`config.mk`:
```
export PLATFORM = sky130hd
export DESIGN_NAME = mul_ctrl
export DESIGN_NICKNAME = d
export VERILOG_FILES = /design/src/rtl/mul_ctrl.sv
export SDC_FILE = /design/constraint.sdc
export NUM_CORES = 1
export LEC_CHECK = 0
export ABC_CLOCK_PERIOD_IN_PS = 2300
export CAP_MARGIN = 30
export CORE_MARGIN = 2
export CORE_UTILIZATION = 45
export DETAILED_ROUTE_END_ITERATION = 6
export GPL_TIMING_DRIVEN = 0
export PLACE_DENSITY = 0.73
export REMOVE_ABC_BUFFERS = 1
export SLEW_MARGIN = 20
export SYNTH_ARGS = -nofsm -noshare
export SYNTH_HDL_FRONTEND = slang
export SYNTH_SLANG_ARGS = --single-unit
export TNS_END_PERCENT = 20
```
`constraint.sdc`:
```
create_clock -name clk -period 2.3 [get_ports clk]
set_clock_uncertainty 0.1 [all_clocks]
set_input_delay 0.46 -clock clk [delete_from_list [all_inputs] [get_ports clk]]
set_output_delay 0.46 -clock clk [all_outputs]
set_load 0.1 [all_outputs]
```
`src/rtl/mul_ctrl.sv`:
```
// Sequencer for the wavelet multiply datapath: load one FFT frame, multiply it by J1 daughter wavelets, stream each product set.
// Start-to-done N + J1*(2N+MUL_LAT) + 1 cycles plus stalls; load paced by in_valid_i, stream holds its beat while out_ready_i is low.
module mul_ctrl #(
  parameter int N       = 1024,
  parameter int J1      = 256,
  parameter int MUL_LAT = 3,
  localparam int AW     = $clog2(N),
  localparam int SW     = (J1 > 1) ? $clog2(J1) : 1,
  localparam int DW     = AW + SW
) (
  input  logic          clk,
  input  logic          rst,
  input  logic          start_i,
  output logic          busy_o,
  output logic          done_o,
  input  logic          in_valid_i,
  output logic          in_ready_o,
  output logic          bram_res_en_o,
  output logic          bram_res_we_o,
  output logic [AW-1:0] bram_res_addr_o,
  output logic [DW-1:0] daughter_addr_o,
  output logic          bram_mul_en_o,
  output logic          bram_mul_we_o,
  output logic [AW-1:0] bram_mul_addr_o,
  output logic          out_valid_o,
  input  logic          out_ready_i,
  output logic          out_last_o,
  output logic [SW-1:0] out_scale_o
);

  typedef enum logic [2:0] {
    S_IDLE,
    S_LOAD,
    S_MUL,
    S_STREAM,
    S_DONE
  } state_t;

  state_t        state;
  state_t        state_nxt;
  logic [AW-1:0] k;
  logic [SW-1:0] scale;
  logic          draining;
  logic [MUL_LAT-1:0] sr_vld;
  logic [AW-1:0]      sr_addr [MUL_LAT];

  logic k_last;
  logic scale_last;
  logic issue;
  logic wr_vld;
  logic mul_end;

  assign k_last     = (k == AW'(N - 1));
  assign scale_last = (scale == SW'(J1 - 1));
  assign issue      = (state == S_MUL) && !draining;
  assign wr_vld     = (state == S_MUL) && sr_vld[MUL_LAT-1];
  // The phase ends on the cycle that writes the final product, not when issuing stops.
  assign mul_end    = wr_vld && (sr_addr[MUL_LAT-1] == AW'(N - 1));

  always_ff @(posedge clk or posedge rst) begin
    if (rst) begin
      state <= S_IDLE;
    end else begin
      state <= state_nxt;
    end
  end

  always_comb begin
    state_nxt = state;
    case (state)
      S_IDLE:   if (start_i) state_nxt = S_LOAD;
      S_LOAD:   if (in_valid_i && k_last) state_nxt = S_MUL;
      S_MUL:    if (mul_end) state_nxt = S_STREAM;
      S_STREAM: if (out_ready_i && k_last) state_nxt = scale_last ? S_DONE : S_MUL;
      S_DONE:   state_nxt = S_IDLE;
      default:  state_nxt = S_IDLE;
    endcase
  end

  always_ff @(posedge clk or posedge rst) begin
    if (rst) begin
      k        <= '0;
      scale    <= '0;
      draining <= 1'b0;
      sr_vld   <= '0;
      for (int i = 0; i < MUL_LAT; i++) sr_addr[i] <= '0;
    end else begin
      // {valid, addr} delay line tracking reads in flight through the multiplier
      sr_vld[0]  <= issue;
      sr_addr[0] <= k;
      for (int i = 1; i < MUL_LAT; i++) begin
        sr_vld[i]  <= sr_vld[i-1];
        sr_addr[i] <= sr_addr[i-1];
      end
      case (state)
        S_IDLE: begin
          if (start_i) begin
            k        <= '0;
            scale    <= '0;
            draining <= 1'b0;
          end
        end
        S_LOAD: begin
          if (in_valid_i) k <= k_last ? '0 : k + AW'(1);
        end
        S_MUL: begin
          if (issue) begin
            k <= k_last ? '0 : k + AW'(1);
            if (k_last) draining <= 1'b1;
          end
          if (mul_end) begin
            k        <= '0;
            draining <= 1'b0;
          end
        end
        S_STREAM: begin
          if (out_ready_i) begin
            if (k_last) begin
              k <= '0;
              if (!scale_last) scale <= scale + SW'(1);
            end else begin
              k <= k + AW'(1);
            end
          end
        end
        S_DONE: begin
          k     <= '0;
          scale <= '0;
        end
        default: k <= '0;
      endcase
    end
  end

  always_comb begin
    busy_o          = 1'b0;
    done_o          = 1'b0;
    in_ready_o      = 1'b0;
    bram_res_en_o   = 1'b0;
    bram_res_we_o   = 1'b0;
    bram_res_addr_o = '0;
    daughter_addr_o = '0;
    bram_mul_en_o   = 1'b0;
    bram_mul_we_o   = 1'b0;
    bram_mul_addr_o = '0;
    out_valid_o     = 1'b0;
    out_last_o      = 1'b0;
    out_scale_o     = '0;
    case (state)
      S_LOAD: begin
        busy_o          = 1'b1;
        in_ready_o      = 1'b1;
        bram_res_en_o   = in_valid_i;
        bram_res_we_o   = in_valid_i;
        bram_res_addr_o = k;
      end
      S_MUL: begin
        busy_o = 1'b1;
        if (!draining) begin
          bram_res_en_o   = 1'b1;
          bram_res_addr_o = k;
          daughter_addr_o = {scale, k};
        end
        bram_mul_en_o   = wr_vld;
        bram_mul_we_o   = wr_vld;
        bram_mul_addr_o = wr_vld ? sr_addr[MUL_LAT-1] : '0;
      end
      S_STREAM: begin
        busy_o          = 1'b1;
        bram_mul_en_o   = 1'b1;
        bram_mul_addr_o = k;
        out_valid_o     = 1'b1;
        out_last_o      = k_last;
        out_scale_o     = scale;
      end
      S_DONE: begin
        done_o = 1'b1;
      end
      default: begin
        done_o = 1'b0;
      end
    endcase
  end

endmodule

```
After elaboration in Yosys (flattened, before gate mapping)
Cells that the tools add are included.
{ "classes": {"add_sub_neg": 2, "eq_ne": 17, "muxes": 40, "reduce_logical": 14} }
{ "ops": {"columns": ["operator", "n"], "rows": [
  ["$mux 10", 8],
  ["$mux 8", 5],
  ["$pmux 10 s2", 2],
  ["$pmux 10 s4", 1],
  ["$mux 18", 2],
  ["$pmux 8 s3", 1],
  ["$eq 10x10->1 const B", 2],
  ["$ne 2x2->1 const B", 8],
  ["$mux 3", 5],
  ["$mux 1", 12],
  ["$pmux 3 s4", 1],
  ["$reduce_and 4->1", 3],
  ["$add 10x1->10 const B", 1],
  ["$add 8x1->8 const B", 1],
  ["$eq 8x8->1 const B", 1],
  ["$eq 3x2->1 const B", 2],
  ["$ne 3x3->1 const B", 2],
  ["$pmux 1 s2", 3],
  ["$logic_and 1x1->1", 5],
  ["$reduce_and 5->1", 1],
  ["$eq 3x1->1 const B", 1],
  ["$eq 3x3->1 const B", 1],
  ["$logic_not 3->1", 1],
  ["$reduce_bool 3->1", 1],
  ["other kinds (3)", 3]
]} }
{ "word_totals": {"register_bits": 55, "inputBits": 5, "output_inout_bits": 55, "elab_cells": 81} }

Longest topological paths before layout
Gate-level depths: netlist of run 1.
{ "logic_depth": {"ltp_word": 5, "depth_mapped": 7, "depth_no_buf": 6} }

Least setup slack after synthesis of run 1
No wires, ideal clock.
{ "synth_timing": {"path_kind": "register -> output", "from": "reg state[1]", "to": "out bram_res_addr_o[0]", "t_arrival_ps": 5025, "required_time_ps": 1740, "path_slack_ps": -3285, "stages_incl_launch_ff": 5, "path_buffers": 1, "cell_sequence": "dfrtp_1 -> buf_2 -> nor3b_1 -> nor2_1 -> nor2b_1"} }
{ "synth_between": {"elab_chain_len": 2, "elab_cells_between_ends": 3, "cone_classes": "eq/ne (2); mux (1)"} }
{ "synth_rtl": {"columns": ["item", "line_no", "rtl"], "rows": [
  ["start: declaration", "39", "state_t state;"],
  ["start signal: assignment", "64", "state <= state_nxt;"],
  ["$eq 3x2->1 or $eq 3x1->1 (tied branches)", "149", "case (state)"],
  ["$pmux 10 s2 (*)", "149", null],
  ["end: declaration", "20", "output logic [AW-1:0] bram_res_addr_o,"]
]} }
Every way passes the cells marked *; elsewhere a longest branch is shown, timed or not.

Worst setup path after layout of run 1
{ "layout_timing": {"from": "reg state[2]", "to": "out bram_mul_addr_o[5]"} }
{ "layout_between": {"elab_chain_len": 4, "elab_cells_between_ends": 5, "cone_classes": "eq/ne (2); mux (2); reduce/logical (1)"} }
{ "layout_rtl": {"columns": ["item", "line_no", "rtl"], "rows": [
  ["$eq 3x2->1", "56, 149", null],
  ["$logic_and 1x1->1", "56", "assign wr_vld = (state == S_MUL) && sr_vld[MUL_LAT-1];"],
  ["$mux 10", "166", "bram_mul_addr_o = wr_vld ? sr_addr[MUL_LAT-1] : '0;"],
  ["$pmux 10 s2 (*)", "149", null],
  ["end: declaration", "24", "output logic [AW-1:0] bram_mul_addr_o,"]
]} }
Marked as above.

==> results.cfg, run 1 <==
[outcome]
status = finished with violations
violations = negative setup slack

[timing]
hold_violations = 0
relSlewSlack_pct = 56.33
report.final.setup_viol = 7
rsz0062_at_grt = true
fin_ws_ns = -0.02123
drv_slew = 0
period_share_pct = 100.9
fmax_mhz = 430.8
period_minus_slack_ns = 2.321
worst_pin_slew_ns = 0.6551
holdWs_ns = 0.2562

[critical_path]
crit_path_end_kind = output pin
cp_data_arrival_time_ns = 1.76
worstPathMaxFanout = 6
startpoint_type = flip-flop
critPathRequiredTime_ns = 1.74
worstSetupPathType = reg -> out

[detailed_routing]
ant_nets = 0
drc = 0
drtPass1Iterations = 4
drt_iter0_drc = 199
drt_wl_total_um = 6805
routed_via_density = 5.606
num_vias = 2276
post_drt_wl_per_cell_um = 16.76

[synth]
yosysSeqAreaShare_pct = 53.95
synth_area_leaders = dfrtp_1 (54%), and2_1 (5.6%), nor2_1 (3.7%)
yosysWarningCount = 0
ys_top_cells_by_count = dfrtp_1 (55), nor2_1 (25), and2_1 (23), nand2_1 (23), o21ai_0 (14)
synth_seq_cells = 55
yosysMostFrequentCell = dfrtp_1
syn_inst = 259
synthArstFlopShare_pct = 100.0
yosys.area.top_type = dfrtp_1
avgSynthCellArea_um2 = 9.850
synth_edf_count = 0
yosys.cell_types.count = 43
synthFlopType = dfrtp_1
synth_top_area_share_pct = 53.95
syn_area_mm2 = 0.002551

[final_layout]
syn_to_final_growth_pct = 48.99
num_antenna_cells = 0
fin_nets = 340
layout-drive-gt1-share_pct = 39.22
utilization_pct = 69.03

[cts]
clockBufferDepth = 2
numCtsBuffers = 5
cts.sink_count = 55
htree_levels = 2
clk_latency_ns = 0.31
path_clk_slew_ns = 0.10
cts-root-buf = clkbuf_8
cts_tree = done

[global_route]
grt_max_degree = 56
grt_overflow = 0
grt_pass1_wl_um = 10850
grt_pass1_vias = 2194
antenna_found_initial = 0
gr-usage-all-layers_pct = 22.59

[power]
peakVddDrop_mv = 0.6089
power.leakage_nw = 1.707
power.density_mw_per_mm2 = 750.7

[worst_hold_path]
hold_class = reg -> reg

[floorplan]
die_w_um = 79.30
start_util_pct = 46.33
dieArea_mm2 = 0.006288
io_pins = 60
die_h_um = 79.30
core_area_mm2 = 0.005507
rows = 27

[place]
dpl.hpwl_um = 4448
port-buffer-count = 59
dp_slack_ns = -1.911
gp_congestion = 0.8531

[flow_run]
drv_cap = 0
placed cells by master (no fill, tap or decap), types with 2 or more instances in the layout:
| master | count |
|---|---|
| buf_4 | 18 |
| clkbuf_4 | 6 |
| a31oi_1 | 3 |
| nor2_4 | 3 |
| nor2b_1 | 2 |
| dfrtp_2 | 8 |
| a21o_1 | 2 |
| a22o_1 | 6 |
| nor4_1 | 3 |
| dfrtp_1 | 47 |
| nand4_1 | 8 |
| nor3_1 | 8 |
| or4_1 | 2 |
| clkdlybuf4s50_1 | 4 |
| buf_12 | 19 |
| a41oi_1 | 2 |
| and2_4 | 14 |
| and2_1 | 9 |
| o22ai_1 | 4 |
| nand3_1 | 8 |
| buf_6 | 26 |
| nand2_1 | 21 |
| clkbuf_8 | 7 |
| buf_2 | 4 |
| nor2_1 | 22 |
| a21oi_1 | 12 |
| and3_1 | 4 |
| clkinvlp_4 | 2 |
| a221o_1 | 2 |
| o21ai_0 | 13 |
| nor2b_2 | 3 |
| inv_1 | 9 |
| nand2b_1 | 2 |
| or2_2 | 2 |
| nor4_4 | 2 |
routing by layer:
| layer | global-route usage [%] | wire length [um] |
|---|---|---|
| met1 | 29.77 | 2932 |
| met2 | 37.97 | 3470 |
| met3 | 3.409 | 297 |
| met4 | 8.276 | 105 |
| met5 | 0 | 0 |
kinds of logic (layout without fill, tap and decap cells):
logic type,Yosys count,after routing,synth area share (%)
AO/OA/AOI/OAI,53,53,13.83
flip-flops,55,55,53.95
multiplexers,2,2,0.8337
buffers and inverters,24,99,3.972
AND/OR/NAND/NOR,123,123,26.43
adder cells (fa/ha/maj),2,2,0.9807
where the power goes:
part | leakage (nW) | internal [mW] | total [mW] | switching, mW
registers | 0.704 | 1.15 | 1.33 | 0.176
clock network | 0.0515 | 0.275 | 0.576 | 0.300
logic | 0.952 | 0.329 | 0.949 | 0.620
total | 1.71 | 1.76 | 2.85 | 1.10
worst paths after layout:
| kind | startpoint | to | slack, ns | depth (start not counted) |
|---|---|---|---|---|
| min in group asynchronous | rst | sr_addr[20] | 0.50 | 2 |
| worst min register to register | sr_addr[27] | sr_addr[17] | 0.26 | 0 |
| max in group asynchronous | rst | k[1] | 1.13 | 2 |
| worst min-delay path | sr_addr[27] | sr_addr[17] | 0.26 | 0 |
| worst max register to register | k[5] | scale[6] | 0.08 | 5 |
| worst max-delay path | state[2] | bram_mul_addr_o[5] | -0.02 | 5 |
cell type report:
| class | count | area, um2 |
|---|---|---|
| Multi-Input combinational cell | 180 | 1225 |
| Timing Repair Buffer | 78 | 928.4 |
| Sequential cell | 55 | 1386 |
| Clock buffer | 8 | 100.1 |
| Inverter | 12 | 63.81 |
| Tap cell | 72 | 90.09 |
| Fill cell | 400 | 1705 |
| Timing Repair inverter | 1 | 7.507 |
flip-flops by register name (all words and copies together), names as in the netlist:
name / count
sr_vld: 3
scale: 8
k: 10
state: 3
sr_addr: 30
draining: 1
worst max-delay path: stages, from the launching register on:
cell and delay, ns:
dfrtp_2 0.47, nand4bb_4 0.33, clkinvlp_4 0.19, nand2_1 0.07
o21ai_0 0.11, buf_6 0.27
timing repair:
action / CTS / global route
gates resized for setup: 379 / 95
pin swaps: 4 / 7
hold buffers: 0 / 0
setup endpoints to repair: 73 / 60
setup buffers: 12 / 7
cloned: 0 / 1
through the flow:
step / setup TNS (ns) / total power [mW] / instance area, um2 / cells
4_1_cts: -0.09186 / 2.711 / 3432 / 398
2_1_floorplan: -85.27 / 1.866 / 2495 / 247
6_report: -0.05607 / 2.853 / 3801 / 406
5_1_grt: -1.609 / 2.972 / 3801 / 406
3_3_place_gp: -103.25 / 2.066 / 3176 / 378
3_5_place_dp: -73.79 / 2.084 / 3178 / 378
Power figures use the tool's default switching activity.
==> run 2, diff against run 1 <==
ABC_CLOCK_PERIOD_IN_PS = 2310   (was 2300)
clock period = 2.31 ns   (was 2.3 ns; I/O delays follow)
==> run 2 against run 1 <==
The flow still finishes with violations (negative setup slack). Sequential share of layout area hardly changed. Critical path depth rose by 1. Largest cell class unchanged. First-iteration DRC count shrank 13%.
==> results.cfg, run 2 (same netlist as run 1, synthesis figures left out) <==
[outcome]
status = finished with violations
violations = negative setup slack

[detailed_routing]
post_drt_wl_per_cell_um = 16.98
num_vias = 2311
drtPass1Iterations = 5
ant_nets = 0
drt_iter0_drc = 174
drt_wl_total_um = 6875
drc = 0
routed_via_density = 5.706

[critical_path]
worstPathMaxFanout = 10
cp_data_arrival_time_ns = 1.76
startpoint_type = flip-flop
path_cells = nor2_4 > nand2_4 > nor2_4 > nor2_4 > nor2b_2 > buf_12
critPathRequiredTime_ns = 1.75
critPathMaxStageDelay_ns = 0.48
path_common_cell = nor2_4
cpMaxStageDelayCell = dfrtp_2
worstSetupPathType = reg -> out
crit_path_end_kind = output pin

[final_layout]
max_flop_register = sr_addr
final_cell_mix = dfrtp_1 (47), buf_12 (22), nand2_1 (21)
fin_nets = 339
fill_cells = 398
largest_register_ffs = 30
num_antenna_cells = 0
top_regs = sr_addr (30), k (10), scale (8)
final_common_cell = dfrtp_1
layout-drive-gt1-share_pct = 39.64
syn_to_final_growth_pct = 49.09

[power]
power.leakage_nw = 1.703
peakVddDrop_mv = 0.5955
p_total_mw = 2.873
power.density_mw_per_mm2 = 755.3

[timing]
drv_slew = 0
fmax_mhz = 430.3
period_minus_slack_ns = 2.324
rsz0062_at_grt = true
report.final.setup_viol = 3
hold_violations = 0
period_share_pct = 100.6
fin_setup_tns_ns = -0.01837
relSlewSlack_pct = 56.17
worst_pin_slew_ns = 0.6574
fin_ws_ns = -0.01409

[global_route]
gr-usage-all-layers_pct = 22.52
grt_pass1_wl_um = 10810
grt_max_degree = 56
grt_pass1_vias = 2182
antenna_found_initial = 0
grt_overflow = 0

[place]
gp_congestion = 0.8531
port-buffer-count = 59
dpl.hpwl_um = 4448

[floorplan]
io_pins = 60
die_w_um = 79.30
dieArea_mm2 = 0.006288
core_area_mm2 = 0.005507
start_util_pct = 46.33
die_h_um = 79.30
rows = 27

[flow_run]
drv_cap = 0

[cts]
path_clk_slew_ns = 0.10
cts.sink_count = 55
clk_latency_ns = 0.31
htree_levels = 2
postCtsHoldBufs = 0
clockBufferDepth = 2
numCtsBuffers = 5
cts-root-buf = clkbuf_8
cts_tree = done

[worst_hold_path]
hold_class = reg -> reg
run 2: changes by cell type in the layout (fill, tap and decap cells not counted), sizes merged:
cell and change:
buf -1
run 2: worst max-delay path: cells and delay by family, from the launching register on:
| kind | cells | cell delay, ns |
|---|---|---|
| flip-flops | 1 | 0.48 |
| buffers and inverters | 1 | 0.21 |
| AND/OR/NAND/NOR | 5 | 0.76 |
run 2: worst paths after layout:
check                       startpoint                 end  slack (ns)  cells past startpoint
max in group asynchronous          rst                k[1]        1.14                      2
max                           state[0]  bram_res_addr_o[2]       -0.01                      6
max reg2reg                       k[5]            scale[6]        0.07                      5
min in group asynchronous          rst         sr_addr[20]        0.51                      2
min                        sr_addr[27]         sr_addr[17]        0.25                      0
min reg2reg                sr_addr[27]         sr_addr[17]        0.25                      0
run 2: layout make-up:
class | count | area (um2) | share of cell area, %
flip-flops and latches | 55 | 1386 | 36.45
multi-input cells | 180 | 1222 | 32.14
clock buffers | 8 | 100.1 | 2.632
well taps | 72 | 90.09 | 2.368
inverters | 12 | 63.81 | 1.678
repair buffers | 77 | 933.4 | 24.54
repair inverters | 1 | 7.507 | 0.1974
run 2: timing repair:
item | CTS | global route
cloned | 0 | 1
endpoints found under the setup margin | 72 | 65
setup buffers | 12 | 6
pin swaps | 4 | 6
resized for setup | 380 | 97
run 2: metrics by stage:
| step | utilization [%] | instances | instance area, um2 | hold slack, ns | setup WS [ns] |
|---|---|---|---|---|---|
| 6_report | 69.08 | 405 | 3804 | 0.2514 | -0.01409 |
| 5_1_grt | 69.08 | 405 | 3804 | 0.2645 | -0.09270 |
| 4_1_cts | 62.44 | 398 | 3438 | 0.2562 | -0.05889 |
| 3_5_place_dp | 57.71 | 378 | 3178 | 0.2347 | -1.903 |
| 3_3_place_gp | 57.67 | 378 | 3176 | 0.2316 | -1.811 |
| 2_1_floorplan | - | 247 | 2495 | 0.2312 | -3.230 |
run 2: layer usage:
metal / GRT usage (%) / up-vias / wire length [um]
met1: 29.77 / 1127 / 2912
met3: 3.409 / 16 / 333
met4: 8.276 / 0 / 173
li1: - / 1056 / -
met2: 37.71 / 112 / 3457
met5: 0 / - / 0
run 2: power by group:
part,switching (mW),leakage [nW],total [mW],internal [mW]
clock,0.301,0.0515,0.575,0.274
sequential,0.178,0.704,1.33,1.15
combinational,0.627,0.947,0.972,0.344
==> run 3, diff against run 2 <==
GPL_TIMING_DRIVEN = not set   (was 0)
SETUP_SLACK_MARGIN = 0.3   (was not set)
==> run 3 against run 2 <==
The flow still finishes with violations (negative setup slack). Sequential cell count unchanged. Worst hold slack better by 0.0020 ns. Combinational power up 15%. Clock power down 10%. Total power up 1.1%. Final cell count up 6.2%. Count of clock-buffer cells in the layout down 1. Die area unchanged. Wire length up 25%. Register-to-register slack worse by 0.14 ns. Setup slack worse by 0.065 ns. Sequential power down 5%.
==> results.cfg, run 3 (same netlist as run 1, synthesis figures left out) <==
[global_route]
grt_pass1_vias = 2367
grt_pass1_wl_um = 12110
antenna_found_initial = 0
grt_overflow = 0
gr-usage-all-layers_pct = 25.38
grt_max_degree = 42

[cts]
numCtsBuffers = 5
htree_levels = 2
cts_tree = done
cts.sink_count = 55
clk_latency_ns = 0.31
clockBufferDepth = 2
cts-root-buf = clkbuf_8
path_clk_slew_ns = 0.09

[final_layout]
design_area_mm2 = 0.004456
final_common_cell = buf_12
register_area_mm2 = 0.001383
syn_to_final_growth_pct = 74.64
finalNonFillerCells = 430
num_antenna_cells = 0
final_cell_mix = buf_12 (55), dfrtp_1 (50), buf_4 (33)
largest_register_ffs = 30
fin_nets = 364
top_regs = sr_addr (30), k (10), scale (8)
layout-drive-gt1-share_pct = 47.77
max_flop_register = sr_addr
fill_cells = 289
utilization_pct = 80.91
multi_input_area_mm2 = 0.001304

[timing]
period_share_pct = 103.4
report.final.setup_viol = 11
hold_violations = 0
fmax_mhz = 418.6
drv_slew = 0
relSlewSlack_pct = 72.26
worst_pin_slew_ns = 0.4131
period_minus_slack_ns = 2.389
fin_ws_ns = -0.07893
fin_setup_tns_ns = -0.2426
rsz0062_at_grt = true
holdWs_ns = 0.2534

[outcome]
status = finished with violations
violations = negative setup slack

[detailed_routing]
drc = 0
ant_nets = 0
num_vias = 2487
routed_via_density = 5.784
post_drt_wl_per_cell_um = 19.95
drt_wl_total_um = 8579
drtPass1Iterations = 5
drt_iter0_drc = 230

[floorplan]
rows = 27
core_area_mm2 = 0.005507
start_util_pct = 46.33
die_w_um = 79.30
dieArea_mm2 = 0.006288
io_pins = 60
die_h_um = 79.30

[critical_path]
startpoint_type = flip-flop
crit_path_end_kind = output pin
worstPathMaxFanout = 5
critPathRequiredTime_ns = 1.75
worstReg2RegStart = state[2]
crit_path_start = state[2]
cp_data_arrival_time_ns = 1.83
r2r_setup_slack_ns = -0.07
worstSetupPathType = reg -> out

[power]
p_comb_share_pct = 38.5
intPower_mw = 1.767
power_frac_seq_pct = 43.7
p_switching_mw = 1.138
switching_share_pct = 39.17
peakVddDrop_mv = 0.6835
power.leakage_nw = 1.944
p_total_mw = 2.905
power.density_mw_per_mm2 = 652.1
p_clk_share_pct = 17.8

[place]
placedCellCount = 405
port-buffer-count = 59
dpl.hpwl_um = 5568
gp_congestion = 0.8935
post_dp_cell_area_mm2 = 0.003941
dp_slack_ns = 0.06844

[worst_hold_path]
hold_class = reg -> reg
hp-start = sr_addr[14]

[flow_run]
drv_cap = 0
-- run 3: cell count changes in the layout (fill, tap and decap cells not counted), sizes merged --
cell      previous run  this run
buf                 67        95
clkbuf              14        10
clkinvlp             2         0
inv                 10        12
nor2                25        26
-- run 3: area by class of cell --
type	count	area share (%)
Clock inverter	1	0.1123
Inverter	12	1.067
Sequential cell	55	31.03
Tap cell	72	2.022
Multi-Input combinational cell	181	29.26
Timing Repair Buffer	102	34.79
Clock buffer	7	1.713
-- run 3: worst max-delay path: stages, from the launching register on --
cell      delay, ns
dfrtp_2        0.46
nand3b_1       0.31
nor4_2         0.38
buf_4          0.20
buf_12         0.17
-- run 3: worst paths after layout --
check                               to  cells after the start
max                         out_last_o                      4
min                         sr_addr[4]                      0
max reg2reg                       k[8]                      8
min reg2reg                 sr_addr[4]                      0
max in group asynchronous     state[1]                      3
min in group asynchronous  sr_addr[23]                      2
-- run 3: repair_timing --
action                     in CTS  in global routing
pin swaps                       0                 20
resized for setup              30                 60
hold buffers                    0                  0
hold endpoints to repair        0                  0
buffers inserted                5                 10
cloned                          0                  2
setup endpoints to repair      61                 74
-- run 3: power groups by stage --
stage	combinational [mW]	sequential (mW)	clock (mW)
3_5_place_dp	1.01	1.28	0
2_1_floorplan	0.590	1.27	0
6_report	1.12	1.27	0.517
5_1_grt	1.16	1.29	0.564
4_1_cts	1.04	1.26	0.519
3_3_place_gp	1.01	1.27	0
-- run 3: routing by layer --
layer,up-vias,wire length (um),GRT usage (%)
met5,-,0,0
li1,1106,-,-
met4,0,196,8.448
met3,17,443,4.886
met2,118,4541,43.14
met1,1246,3397,32.66
